==> src/rtl/spi_adc_responder.sv <==
// ADC78H90 emulator: an AXI4-Lite writable bank of eight 12-bit channels served to an SPI master.
// Optional macro SPI_ADC_RESPONDER_AUTOINC_EN adds a per-channel increment after each completed frame.
module spi_adc_responder #(
  parameter int AXI_DATA_WIDTH = 32,
  parameter int AXI_ADDR_WIDTH = 16,
  parameter int SYNC_STAGES    = 2
) (
  input  logic                      aclk,
  input  logic                      aresetn,
  input  logic                      nCS,
  input  logic                      SCLK,
  input  logic                      MOSI,
  output logic                      MISO,
  input  logic [AXI_ADDR_WIDTH-1:0] s_axi_awaddr,
  input  logic                      s_axi_awvalid,
  output logic                      s_axi_awready,
  input  logic [AXI_DATA_WIDTH-1:0] s_axi_wdata,
  input  logic                      s_axi_wvalid,
  output logic                      s_axi_wready,
  output logic [1:0]                s_axi_bresp,
  output logic                      s_axi_bvalid,
  input  logic                      s_axi_bready,
  input  logic [AXI_ADDR_WIDTH-1:0] s_axi_araddr,
  input  logic                      s_axi_arvalid,
  output logic                      s_axi_arready,
  output logic [AXI_DATA_WIDTH-1:0] s_axi_rdata,
  output logic [1:0]                s_axi_rresp,
  output logic                      s_axi_rvalid,
  input  logic                      s_axi_rready
);

  typedef enum logic [1:0] {
    ST_IDLE  = 2'd0,
    ST_SHIFT = 2'd1,
    ST_DONE  = 2'd2
  } state_e;

  logic [SYNC_STAGES-1:0] ncs_sync_q, sclk_sync_q, mosi_sync_q;
  logic ncs_prev_q, sclk_prev_q;
  logic ncs_s, sclk_s, mosi_s;
  logic ncs_fall_s, ncs_rise_s, sclk_fall_s, sclk_rise_s;

  state_e state_q, state_d;
  logic [15:0] shift_q, shift_d;
  logic [4:0]  rise_q, rise_d;
  logic [2:0]  cur_q, cur_d, next_addr_q, next_addr_d;
  logic        miso_q, miso_d;
  logic        frame_done_s;

  logic [7:0][11:0] ch_q, ch_d;

  logic        awready_q, awready_d, wready_q, wready_d, bvalid_q, bvalid_d;
  logic        aw_full_q, aw_full_d, w_full_q, w_full_d;
  logic [2:0]  awaddr_q, awaddr_d;
  logic [11:0] wdata_q, wdata_d;
  logic        aw_hs_s, w_hs_s, wr_en_s;
  logic [2:0]  wr_addr_s;
  logic [11:0] wr_data_s;

`ifdef SPI_ADC_RESPONDER_AUTOINC_EN
  logic [7:0] inc_q, inc_d;
  logic       winc_q, winc_d, wr_inc_s;
`endif

  logic unused_s;
  assign unused_s = ^{s_axi_awaddr, s_axi_wdata, s_axi_araddr, s_axi_arvalid, s_axi_rready};

  // Bring the master's asynchronous pins into the aclk domain and keep one-cycle-old copies for edge detection.
  always_ff @(posedge aclk or negedge aresetn) begin
    if (!aresetn) begin
      ncs_sync_q  <= '1;
      sclk_sync_q <= '1;
      mosi_sync_q <= '0;
      ncs_prev_q  <= 1'b1;
      sclk_prev_q <= 1'b1;
    end else begin
      ncs_sync_q  <= {ncs_sync_q[SYNC_STAGES-2:0], nCS};
      sclk_sync_q <= {sclk_sync_q[SYNC_STAGES-2:0], SCLK};
      mosi_sync_q <= {mosi_sync_q[SYNC_STAGES-2:0], MOSI};
      ncs_prev_q  <= ncs_s;
      sclk_prev_q <= sclk_s;
    end
  end

  assign ncs_s       = ncs_sync_q[SYNC_STAGES-1];
  assign sclk_s      = sclk_sync_q[SYNC_STAGES-1];
  assign mosi_s      = mosi_sync_q[SYNC_STAGES-1];
  assign ncs_fall_s  = ncs_prev_q & ~ncs_s;
  assign ncs_rise_s  = ~ncs_prev_q & ncs_s;
  assign sclk_fall_s = sclk_prev_q & ~sclk_s;
  assign sclk_rise_s = ~sclk_prev_q & sclk_s;

  // Frame FSM: snapshot on nCS fall, shift on SCLK falls, capture the next address on rises 3..5.
  always_comb begin
    state_d      = state_q;
    shift_d      = shift_q;
    rise_d       = rise_q;
    cur_d        = cur_q;
    next_addr_d  = next_addr_q;
    miso_d       = miso_q;
    frame_done_s = 1'b0;
    case (state_q)
      ST_IDLE: begin
        miso_d = 1'b0;
        if (ncs_fall_s) begin
          state_d = ST_SHIFT;
          shift_d = {4'b0000, ch_q[cur_q]};
          rise_d  = 5'd0;
        end else begin
          state_d = ST_IDLE;
        end
      end
      ST_SHIFT: begin
        if (ncs_rise_s) begin
          state_d = ST_IDLE;
          miso_d  = 1'b0;
        end else if (sclk_rise_s) begin
          rise_d = rise_q + 5'd1;
          case (rise_d)
            5'd3:    next_addr_d[2] = mosi_s;
            5'd4:    next_addr_d[1] = mosi_s;
            5'd5:    next_addr_d[0] = mosi_s;
            default: next_addr_d    = next_addr_q;
          endcase
          if (rise_d == 5'd16) begin
            state_d      = ST_DONE;
            frame_done_s = 1'b1;
          end else begin
            state_d = ST_SHIFT;
          end
        end else if (sclk_fall_s && (rise_q >= 5'd1) && (rise_q < 5'd16)) begin
          shift_d = {shift_q[14:0], 1'b0};
          miso_d  = shift_q[14];
        end else begin
          state_d = ST_SHIFT;
        end
      end
      ST_DONE: begin
        if (ncs_rise_s) begin
          state_d = ST_IDLE;
          cur_d   = next_addr_q;
          miso_d  = 1'b0;
        end else begin
          state_d = ST_DONE;
        end
      end
      default: begin
        state_d = ST_IDLE;
        miso_d  = 1'b0;
      end
    endcase
  end

  // Frame state register.
  always_ff @(posedge aclk or negedge aresetn) begin
    if (!aresetn) begin
      state_q     <= ST_IDLE;
      shift_q     <= 16'h0000;
      rise_q      <= 5'd0;
      cur_q       <= 3'd0;
      next_addr_q <= 3'd0;
      miso_q      <= 1'b0;
    end else begin
      state_q     <= state_d;
      shift_q     <= shift_d;
      rise_q      <= rise_d;
      cur_q       <= cur_d;
      next_addr_q <= next_addr_d;
      miso_q      <= miso_d;
    end
  end

  // AXI write path: AW and W latch independently, the write commits as soon as both are available.
  always_comb begin
    awready_d = awready_q;
    wready_d  = wready_q;
    bvalid_d  = bvalid_q;
    aw_full_d = aw_full_q;
    w_full_d  = w_full_q;
    awaddr_d  = awaddr_q;
    wdata_d   = wdata_q;
    wr_en_s   = 1'b0;
    aw_hs_s   = s_axi_awvalid & awready_q;
    w_hs_s    = s_axi_wvalid & wready_q;
    wr_addr_s = aw_full_q ? awaddr_q : s_axi_awaddr[4:2];
    wr_data_s = w_full_q ? wdata_q : s_axi_wdata[11:0];
`ifdef SPI_ADC_RESPONDER_AUTOINC_EN
    winc_d   = winc_q;
    wr_inc_s = w_full_q ? winc_q : s_axi_wdata[31];
`endif
    if (aw_hs_s) begin
      awready_d = 1'b0;
      aw_full_d = 1'b1;
      awaddr_d  = s_axi_awaddr[4:2];
    end else begin
      awaddr_d = awaddr_q;
    end
    if (w_hs_s) begin
      wready_d = 1'b0;
      w_full_d = 1'b1;
      wdata_d  = s_axi_wdata[11:0];
`ifdef SPI_ADC_RESPONDER_AUTOINC_EN
      winc_d   = s_axi_wdata[31];
`endif
    end else begin
      wdata_d = wdata_q;
    end
    if ((aw_full_q | aw_hs_s) && (w_full_q | w_hs_s)) begin
      wr_en_s   = 1'b1;
      aw_full_d = 1'b0;
      w_full_d  = 1'b0;
      bvalid_d  = 1'b1;
    end else begin
      wr_en_s = 1'b0;
    end
    if (bvalid_q && s_axi_bready) begin
      bvalid_d  = 1'b0;
      awready_d = 1'b1;
      wready_d  = 1'b1;
    end else begin
      bvalid_d = bvalid_d;
    end
  end

  // Channel bank next state; an AXI write overrides a same-cycle increment.
  always_comb begin
    ch_d = ch_q;
`ifdef SPI_ADC_RESPONDER_AUTOINC_EN
    inc_d = inc_q;
    if (frame_done_s && inc_q[cur_q]) begin
      ch_d[cur_q] = ch_q[cur_q] + 12'd1;
    end else begin
      ch_d[cur_q] = ch_q[cur_q];
    end
    if (wr_en_s) begin
      inc_d[wr_addr_s] = wr_inc_s;
    end else begin
      inc_d = inc_q;
    end
`endif
    if (wr_en_s) begin
      ch_d[wr_addr_s] = wr_data_s;
    end else begin
      ch_d = ch_d;
    end
  end

  // AXI and channel registers.
  always_ff @(posedge aclk or negedge aresetn) begin
    if (!aresetn) begin
      awready_q <= 1'b1;
      wready_q  <= 1'b1;
      bvalid_q  <= 1'b0;
      aw_full_q <= 1'b0;
      w_full_q  <= 1'b0;
      awaddr_q  <= 3'd0;
      wdata_q   <= 12'h000;
      ch_q      <= '0;
`ifdef SPI_ADC_RESPONDER_AUTOINC_EN
      inc_q     <= 8'h00;
      winc_q    <= 1'b0;
`endif
    end else begin
      awready_q <= awready_d;
      wready_q  <= wready_d;
      bvalid_q  <= bvalid_d;
      aw_full_q <= aw_full_d;
      w_full_q  <= w_full_d;
      awaddr_q  <= awaddr_d;
      wdata_q   <= wdata_d;
      ch_q      <= ch_d;
`ifdef SPI_ADC_RESPONDER_AUTOINC_EN
      inc_q     <= inc_d;
      winc_q    <= winc_d;
`endif
    end
  end

  assign MISO          = miso_q;
  assign s_axi_awready = awready_q;
  assign s_axi_wready  = wready_q;
  assign s_axi_bvalid  = bvalid_q;
  assign s_axi_bresp   = 2'b00;
  assign s_axi_arready = 1'b0;
  assign s_axi_rdata   = '0;
  assign s_axi_rresp   = 2'b00;
  assign s_axi_rvalid  = 1'b0;

endmodule

==> config.mk <==
export PLATFORM = sky130hd
export DESIGN_NAME = spi_adc_responder
export DESIGN_NICKNAME = d
export VERILOG_FILES = /design/src/rtl/spi_adc_responder.sv
export SDC_FILE = /design/constraint.sdc
export NUM_CORES = 1
export LEC_CHECK = 0
export BUFFER_PORTS_ARGS = -buffer_cell sky130_fd_sc_hd__buf_2
export CAP_MARGIN = 20
export CORE_ASPECT_RATIO = 2
export CORE_MARGIN = 2
export CORE_UTILIZATION = 55
export DETAILED_ROUTE_END_ITERATION = 12
export PLACE_DENSITY = 0.78
export SETUP_SLACK_MARGIN = 0.4
export SLEW_MARGIN = 40
export SYNTH_ARGS = -nofsm -noshare
export SYNTH_HDL_FRONTEND = slang
export SYNTH_SLANG_ARGS = --single-unit
==> constraint.sdc <==
create_clock -name aclk -period 6.4 [get_ports aclk]
set_clock_uncertainty 0.2 [all_clocks]
set_input_delay 1.28 -clock aclk [delete_from_list [all_inputs] [get_ports aclk]]
set_output_delay 1.28 -clock aclk [all_outputs]
set_load 0.01 [all_outputs]
==> Word-level counts from Yosys, hierarchy flattened <==
Cells that the tools add are included.
{ "totals": {"input_bits": 74, "reg_bits": 153} }
{ "op_classes": {"add_sub_neg": 1, "eq_ne": 15, "bitwise": 13, "n_lt_le_gt_ge": 5, "n_mux": 39, "n_reduce_logical": 19} }
{ "op_table": {"columns": ["operator", "n"], "rows": [
  ["$bwmux 96", 1],
  ["$mux 15", 4],
  ["$bmux 12 s3", 1],
  ["$demux 12 s3", 1],
  ["$mux 12", 3],
  ["$pmux 15 s2", 1],
  ["$mux 1", 16],
  ["$reduce_and 4->1", 4],
  ["$mux 5", 3],
  ["$ne 2x2->1 const B", 6],
  ["$reduce_bool 2->1", 6],
  ["$eq 5x3->1 const B", 2],
  ["$mux 2", 5],
  ["$pmux 5 s2", 1],
  ["$lt 3x4->1 const B", 2],
  ["$and 1x1->1", 6],
  ["$ne 3x3->1 const B", 2],
  ["$pmux 2 s3", 1],
  ["$add 5x1->5 const B", 1],
  ["$eq 5x2->1 const B", 1],
  ["$eq 5x5->1 const B", 1],
  ["$ge 5x1->1 const B", 1],
  ["$logic_and 1x1->1", 5],
  ["$lt 5x5->1 const B", 1],
  ["12 further kinds", 17]
]} }

==> Longest topological paths before layout <==
Gate-level depths: netlist of the first run.
{ "logic_depth": {"depth_word": 8, "depth_mapped": 8} }

==> Least setup slack after synthesis of the first run <==
OpenSTA, ideal clock, no wires.
{ "synth_timing": {"path_kind": "in2reg", "startpoint": "input port s_axi_awaddr[2]", "endpoint": "register ch_q[38] in the netlist's numbering", "arrival_time_ns": 2.287, "path_stages": 5, "setup_slack_ns": 3.769, "path_buffers": 1, "path_cell_list": "mux2i_1 or3_4 nor2_1 buf_2 a21oi_1"} }
{ "synth_between": {"elab_chain_cells": 6, "word_cells_on_any_way": 7, "cone_classes": "2 x order compare; 4 x mux; 1 x reduce/logical"} }
{ "synth_rtl": {"columns": ["item", "line", "rtl"], "rows": [
  ["start: declaration", "14", "input logic [AXI_ADDR_WIDTH-1:0] s_axi_awaddr,"],
  ["$mux 3 *", "185", "wr_addr_s = aw_full_q ? awaddr_q : s_axi_awaddr[4:2];"],
  ["$lt 3x4->1 (not written as such) or $ge 3x1->1 (tied branches)", "242", "ch_d[wr_addr_s] = wr_data_s;"],
  ["$logic_and 1x1->1 (not written as such)", "242", null],
  ["$mux 12 (not written as such)", "242", null],
  ["$demux 12 s3 *", "242", null],
  ["$bwmux 96 *", "242", null],
  ["end signal: assignment", "271", "ch_q <= ch_d;"],
  ["end: declaration", "50", "logic [7:0][11:0] ch_q, ch_d;"]
]} }
Every way passes the cells marked *; elsewhere a longest branch is shown, timed or not.
A chain may end at the register's enable or synchronous reset.

==> Final worst setup path of the first run <==
{ "layout_timing": {"startpoint": "register awready_q, in the netlist s_axi_awready", "endpoint": "output port s_axi_awready"} }
{ "layout_lines": {"columns": ["item", "line", "rtl"], "rows": [
  ["start: declaration", "52", "logic awready_q, awready_d, wready_q, wready_d, bvalid_q, bvalid_d;"],
  ["start signal: assignment", "264", "awready_q <= awready_d;"],
  ["end: declaration", "16", "output logic s_axi_awready,"]
]} }
No word-level cell between the ends.

==> impl_metrics.tcl, run 1 <==
set metrics [dict create \
    outcome "finished, final reports clean" \
    clk_path_buf_depth 2 \
    crit_buf_inv 1 \
    r2r-end "ch_q[22]$_DFFE_PN0P_" \
    synth_area_per_cell_um2 10.87 \
    clock_latency_ps 430 \
    period_share 0.4083 \
    grt_pass1_wl_um 23770 \
    setup_viol 0 \
    critical_path_class "reg -> out" \
    synth_edf_count 0 \
    hold_viol_final 0 \
    yosys-top-cells-area "dfrtp_1 52%, mux4_2 7.7%, a21oi_1 6.9%, nor2_1 5.7%, buf_4 4.5%" \
    hold_path_end "mosi_sync_q[1]$_DFF_PN0_" \
    routed_via_density 5.810 \
    synth.distinct_cells 44 \
    cp-start-kind "flip-flop" \
    power_density_nw_per_um2 405.8 \
    design.die.area_um2 13780 \
    yosysTopAreaCellShare 0.5152 \
    fillers 967 \
    cts_resized 0 \
    fin_nets 743 \
    layout_common_cells "142 x dfrtp_1, 107 x nor2_1, 97 x a21oi_1" \
    io_buffers 26 \
    core_area_um2 12550 \
    numCtsBuffers 17 \
    drt_pass1_iterations 5 \
    antenna_found_initial 0 \
    rows 58 \
    grt.overflow.total 0 \
    routabilityCongestion 0.7942 \
    cts_root_buffer "clkbuf_16" \
    drt_iter0_markers 299 \
    drc 0 \
    ys_seq_elements 153 \
    p_leak_nw 3.473 \
    wl_per_cell_um 17.59 \
    drive_above_1_share 0.1920 \
    min_from "mosi_sync_q[0]$_DFF_PN0_" \
    r2r_setup_slack_ps 3950 \
    groute.usage.overall 0.2227 \
    yosys_warnings 0 \
    slowest_delay_ps 570 \
    fmax_ghz 0.3827 \
    cts_hold_buf 0 \
    dp_hpwl_um 9268 \
    min_period_ps 2613 \
    syn_to_final_growth_pct 9.611 \
    die_y_um 164.0 \
    synth_flop_cell "dfrtp_1" \
    synth_cells 648 \
    yosysTopAreaCell "dfrtp_1" \
    worst_slew_pin_slew_ps 760.0 \
    slowest_stage "dfstp_2" \
    whs_path_depth 0 \
    htreeDepth 4 \
    fin_setup_tns_ps 0 \
    crit_fanout 5 \
    path_delay_family "flip-flops" \
    regToRegStartpoint "w_full_q$_DFFE_PN0P_" \
    relSlewSlack 0.4789 \
    syn_area_um2 7043 \
    clkTransAtPathRegs_ps 70 \
    die_x_um 84.02 \
    maxCapViolations 0 \
    ys_seq_area_frac 0.5450 \
    vias 4805 \
    cp.required_ps 4920 \
    final_antenna_net_count 0 \
    worst_setup_path_end_kind "output pin" \
    grt_pass1_vias 5014 \
    path_cells "buf_2" \
    ir_drop_mv 0.3014 \
    reg2reg_depth 5 \
    cts_setup_buffers 0 \
    ios 116 \
    cts_sinks 153 \
    layout_commonest_cell "dfrtp_1" \
    antennaDiodeCount 0 \
    start_util 0.5610 \
    hold_path.class "reg -> reg" \
    synth-async-reset-ratio 1.000 \
    drv_slew 0 \
    critPathArrivalTime_ps 1130 \
    rsz0062_at_grt "false" \
    totalWireLength_um 14550 \
    grt_max_degree 100 \
    cts_tree "done" \
    finish.utilization 0.6149 \
]
## routing by layer
metal	track usage	up-vias	share of wire
met1	0.2358	2424	0.36
met5	0	-	0
met2	0.4145	144	0.57
met3	0.04322	40	0.038
met4	0.1129	0	0.031
li1	-	2197	-
## worst max-delay path by stage
stage / start / endpoint / slack (ps) / depth (start not counted)
after floorplan: s_axi_awaddr[2] / ch_q[38]$_DFFE_PN0P_ / 3770 / 5
after global placement: s_axi_awvalid / ch_q[20]$_DFFE_PN0P_ / 3260 / 6
after detailed placement: s_axi_awvalid / ch_q[70]$_DFFE_PN0P_ / 3400 / 7
after CTS: state_q[0]$_DFFE_PN0P_ / next_addr_q[2]$_DFFE_PN0P_ / 3770 / 5
after global routing: s_axi_wvalid / ch_q[64]$_DFFE_PN0P_ / 3730 / 7
final: s_axi_awready$_DFFE_PN1P_ / s_axi_awready / 3790 / 1
## cell usage after synthesis, drive strengths merged, types with 2 or more instances
cell type and number:
dfstp 8, mux4 24, mux2i 24, a31oi 3
inv 12, mux2 21, clkbuf 17, buf 59
dfrtp 145, ha 5, a32oi 2, o21ai 41
nor2b 6, a21oi 97, nand3 11, and3 2
nor3b 2, nor2 107, a21o 2, nand2b 6
nand2 34
## final cells by class
cell class	instances	area, µm²	share of cell area
Clock inverter	10	108.9	0.01410
Clock buffer	22	474.2	0.06143
Inverter	12	45.04	0.005835
Timing Repair Buffer	36	235.2	0.03047
Multi-Input combinational cell	444	2826	0.3661
Tap cell	150	187.7	0.02431
Sequential cell	153	3842	0.4977
## through the flow
stage	setup WS, ps	instance area, µm²	total power, mW	instances	hold slack [ps]
floorplan	3769	7182	1.982	685	131.2
global placement	3256	7097	2.071	794	140.4
detailed placement	3399	7103	2.149	794	135.5
CTS	3768	7686	3.141	826	152.1
global route	3732	7720	3.299	827	156.5
finish	3787	7720	3.133	827	148.6
## registers in the layout, summed over array words and instances, names as in the netlist
signal,count
sclk_prev_q,1
MISO,1
ch_q,96
shift_q,15
sclk_sync_q,2
awaddr_q,3
s_axi_awready,1
state_q,2
aw_full_q,1
ncs_prev_q,1
s_axi_bvalid,1
rise_q,5
wdata_q,12
ncs_sync_q,2
cur_q,3
s_axi_wready,1
next_addr_q,3
w_full_q,1
mosi_sync_q,2
## cell families (layout without fill, tap and decap cells)
logic type	after synthesis	in the layout	synth area share
AO/OA/AOI/OAI	156	156	0.1190
XOR/XNOR	1	1	0.001244
adder cells (fa/ha/maj)	5	5	0.008883
buffers and inverters	88	80	0.07479
flip-flops	153	153	0.5450
multiplexers	69	69	0.1444
other	1	38	0.0005324
AND/OR/NAND/NOR	175	175	0.1061
## power by group
part	internal (mW)	total (mW)	switching (mW)
Combinational	0.312	0.642	0.330
Clock	0.574	0.979	0.406
Sequential	1.30	1.51	0.214
Total	2.18	3.13	0.949
(Power assumes the default switching activity.)
==> run 2: changes to the inputs <==
--- a/config.mk
+++ b/config.mk
@@ -5,13 +5,14 @@
 export SDC_FILE = /design/constraint.sdc
 export NUM_CORES = 1
 export LEC_CHECK = 0
+export ABC_AREA = 1
 export BUFFER_PORTS_ARGS = -buffer_cell sky130_fd_sc_hd__buf_2
 export CAP_MARGIN = 20
 export CORE_ASPECT_RATIO = 2
 export CORE_MARGIN = 2
-export CORE_UTILIZATION = 55
+export CORE_UTILIZATION = 51
 export DETAILED_ROUTE_END_ITERATION = 12
-export PLACE_DENSITY = 0.78
+export PLACE_DENSITY = 0.76
 export SETUP_SLACK_MARGIN = 0.4
 export SLEW_MARGIN = 40
 export SYNTH_ARGS = -nofsm -noshare
==> constraint.sdc (replaced) <==
create_clock -name aclk -period 2.4 [get_ports aclk]
set_clock_uncertainty 0.2 [all_clocks]
set_input_delay 0.48 -clock aclk [delete_from_list [all_inputs] [get_ports aclk]]
set_output_delay 0.48 -clock aclk [all_outputs]
set_load 0.01 [all_outputs]
==> run 2 against run 1 <==
Effect of this change: register-to-register slack worse by 3400 ps; non-clock buffer count is 14 higher; worst hold slack worse by 120 ps; final area increased by 6.8%; combinational power grew to 3.8 times the previous value; setup slack worse by 3300 ps; via count up 21%; synthesized cell count increased by 36%; routed wire length grew 10%; clock-buffer cell count down 4; critical path depth rose by 10; sequential share of layout area fell by 3.2 points; critical path type is now reg -> reg; largest cell class unchanged.
==> impl_metrics.tcl, run 2 <==
set metrics [dict create \
    largest_reg_flops 96 \
    die_y_um 174.2 \
    drt_pass1_iterations 6 \
    cts_tree "done" \
    top_register "ch_q" \
    clkTransAtPathRegs_ps 60 \
    ys_seq_area_frac 0.5199 \
    period_share 0.7878 \
    hold_ws_ps 28.63 \
    layout_commonest_cell "nand2_1" \
    relSlewSlack 0.4730 \
    vias 5834 \
    yosys-top-cells-count "292 x nand2_1, 145 x dfrtp_1, 90 x nand3_1" \
    critPathArrivalTime_ps 2010 \
    grt_pass1_wl_um 26990 \
    yosys.area_share.simple 0.2532 \
    cp.required_ps 2520 \
    synth_flop_cell "dfrtp_1" \
    io_buffers 26 \
    synth_edf_count 0 \
    numCtsBuffers 17 \
    clock_latency_ps 430 \
    p_leak_nw 4.013 \
    switchingPower_mw 3.207 \
    p_sw_frac 0.3376 \
    hold_path.class "in -> reg" \
    p_int_mw 6.292 \
    yosys-top-cells-area "dfrtp_1 49%, nand2_1 15%, nand3_1 6.1%, o21ai_0 4.3%, o21ai_1 4.1%" \
    ios 116 \
    antenna_found_initial 0 \
    min_period_ps 1891 \
    worst_slack_ps 509.2 \
    rsz0062_at_grt "false" \
    grt_max_degree 50 \
    grt.overflow.total 0 \
    fillers 1298 \
    p_comb_frac 0.258 \
    drc 0 \
    power_density_nw_per_um2 1152 \
    synth-compound-area-share 0.1164 \
    hold_viol_final 0 \
    final_antenna_net_count 0 \
    totalWireLength_um 16010 \
    start_util 0.5173 \
    syn_to_final_growth_pct 11.71 \
    cts_sinks 153 \
    wirelength_met1_um 6256 \
    synth_top_family_by_area "simple AND/OR/NAND/NOR gates" \
    place_area_um2 7492 \
    synth-async-reset-ratio 1.000 \
    cts_root_buffer "clkbuf_16" \
    design.die.area_um2 15510 \
    dp_slack_ps 253.0 \
    fin_setup_tns_ps 0 \
    power_frac_clock 0.299 \
    outcome "finished, final reports clean" \
    critical_path_class "reg -> reg" \
    largest_registers "ch_q x96, shift_q x15, wdata_q x12" \
    ir_drop_mv 0.8232 \
    synth-xor-area-share 0 \
    fin_nets 987 \
    seqPwrFrac 0.443 \
    antennaDiodeCount 0 \
    synthMuxAreaShare 0 \
    yosysTopAreaCell "dfrtp_1" \
    grt_pass1_vias 5698 \
    maxCapViolations 0 \
    crit_fanout 19 \
    finalInstanceArea_um2 8248 \
    synth_cells 884 \
    htreeDepth 4 \
    rows 62 \
    yosys_warnings 0 \
    syn_area_um2 7383 \
    drt_iter0_markers 429 \
    clk_path_buf_depth 2 \
    dp_hpwl_um 10240 \
    yosysTopAreaCellShare 0.4914 \
    synth.distinct_cells 30 \
    fmax_ghz 0.5289 \
    synth_area_per_cell_um2 8.352 \
    ys_seq_elements 153 \
    worst_slew_pin_slew_ps 785.2 \
    setup_viol 0 \
    worst_setup_path_end_kind "flip-flop" \
    die_x_um 89.08 \
    wl_met2_um 8493 \
    top_layer "met4" \
    wl_met3_um 733 \
    synth_fa_ha_area_frac 0.008473 \
    core_area_um2 14270 \
    drive_above_1_share 0.1444 \
    cp-start-kind "flip-flop" \
    groute.usage.overall 0.2232 \
    wl_per_cell_um 14.39 \
    routed_via_density 5.242 \
    routabilityCongestion 0.7927 \
    layout_common_cells "291 x nand2_1, 144 x dfrtp_1, 90 x nand3_1" \
    drv_slew 0 \
    synth_most_common_cell "nand2_1" \
]
[run 2: power by group through the flow]
stage          logic, mW  clock network (mW)  registers [mW]
4_1_cts             2.40                2.87            4.20
2_1_floorplan       1.93                   0            4.10
6_report            2.45                2.84            4.21
3_3_place_gp        2.27                   0            4.18
3_5_place_dp        2.36                   0            4.22
5_1_grt             2.85                2.98            4.34
[run 2: layer usage]
layer,GRT usage,up-vias
li1,-,2839
met1,0.2648,2774
met2,0.3713,174
met3,0.05271,47
met4,0.1070,0
met5,0,-
[run 2: final cells by class]
class                           instances  area, µm²  share of cell area
Multi-Input combinational cell        642       3000              0.3638
Sequential cell                       153       3840              0.4656
Tap cell                              192      240.2             0.02913
Timing Repair Buffer                   50      376.6             0.04566
Clock buffer                           18      429.2             0.05203
Clock inverter                         14      193.9             0.02351
Inverter                               44      167.7             0.02033
[run 2: repair_timing]
| action | in CTS | in global routing |
|---|---|---|
| pin swaps | 0 | 1 |
| gates resized for setup | 1 | 13 |
| endpoints found under the setup margin | 47 | 107 |
| buffers inserted | 0 | 3 |
| endpoints found under the hold margin | 46 | 0 |
| hold buffers | 4 | 0 |
[run 2: logic make-up after synthesis]
logic type / after synthesis
AOI/OAI and AO/OA: 154
adders and majority gates: 5
DFF: 153
buffers and inverters: 126
and+or+nand+nor: 445
other: 1
[run 2: path summary, 6_finish.rpt]
| path | depth (start not counted) | start | to | slack (ps) |
|---|---|---|---|---|
| hold / removal | 2 | s_axi_wvalid | s_axi_wready$_DFFE_PN1P_ | 30 |
| setup reg to reg | 11 | rise_q[1]$_DFFE_PN0P_ | shift_q[10]$_DFFE_PN0P_ | 510 |
| max in group asynchronous | 3 | aresetn | ch_q[6]$_DFFE_PN0P_ | 910 |
| hold reg to reg | 0 | ncs_sync_q[0]$_DFF_PN1_ | ncs_sync_q[1]$_DFF_PN1_ | 160 |
| setup / recovery | 11 | rise_q[1]$_DFFE_PN0P_ | shift_q[10]$_DFFE_PN0P_ | 510 |
| min in group asynchronous | 2 | aresetn | ch_q[74]$_DFFE_PN0P_ | 360 |
[run 2: metrics by stage]
step                      std cells    util  power, mW
after floorplan                 921       -      6.029
after global placement         1074  0.5249      6.450
after detailed placement       1074  0.5249      6.580
after CTS                      1110  0.5717      9.461
after global routing           1113  0.5778      10.17
final                          1113  0.5778      9.499
[run 2: worst max-delay path, stage by stage (launching register included)]
cell and delay [ps]:
dfrtp_2 430, inv_1 100, ha_1 180, nor2_1 100, nand3_1 120, nand2_1 110
nand2_1 50, nand2_1 90, buf_4 220, nor2_1 60, nand2_1 80, nand2_1 50
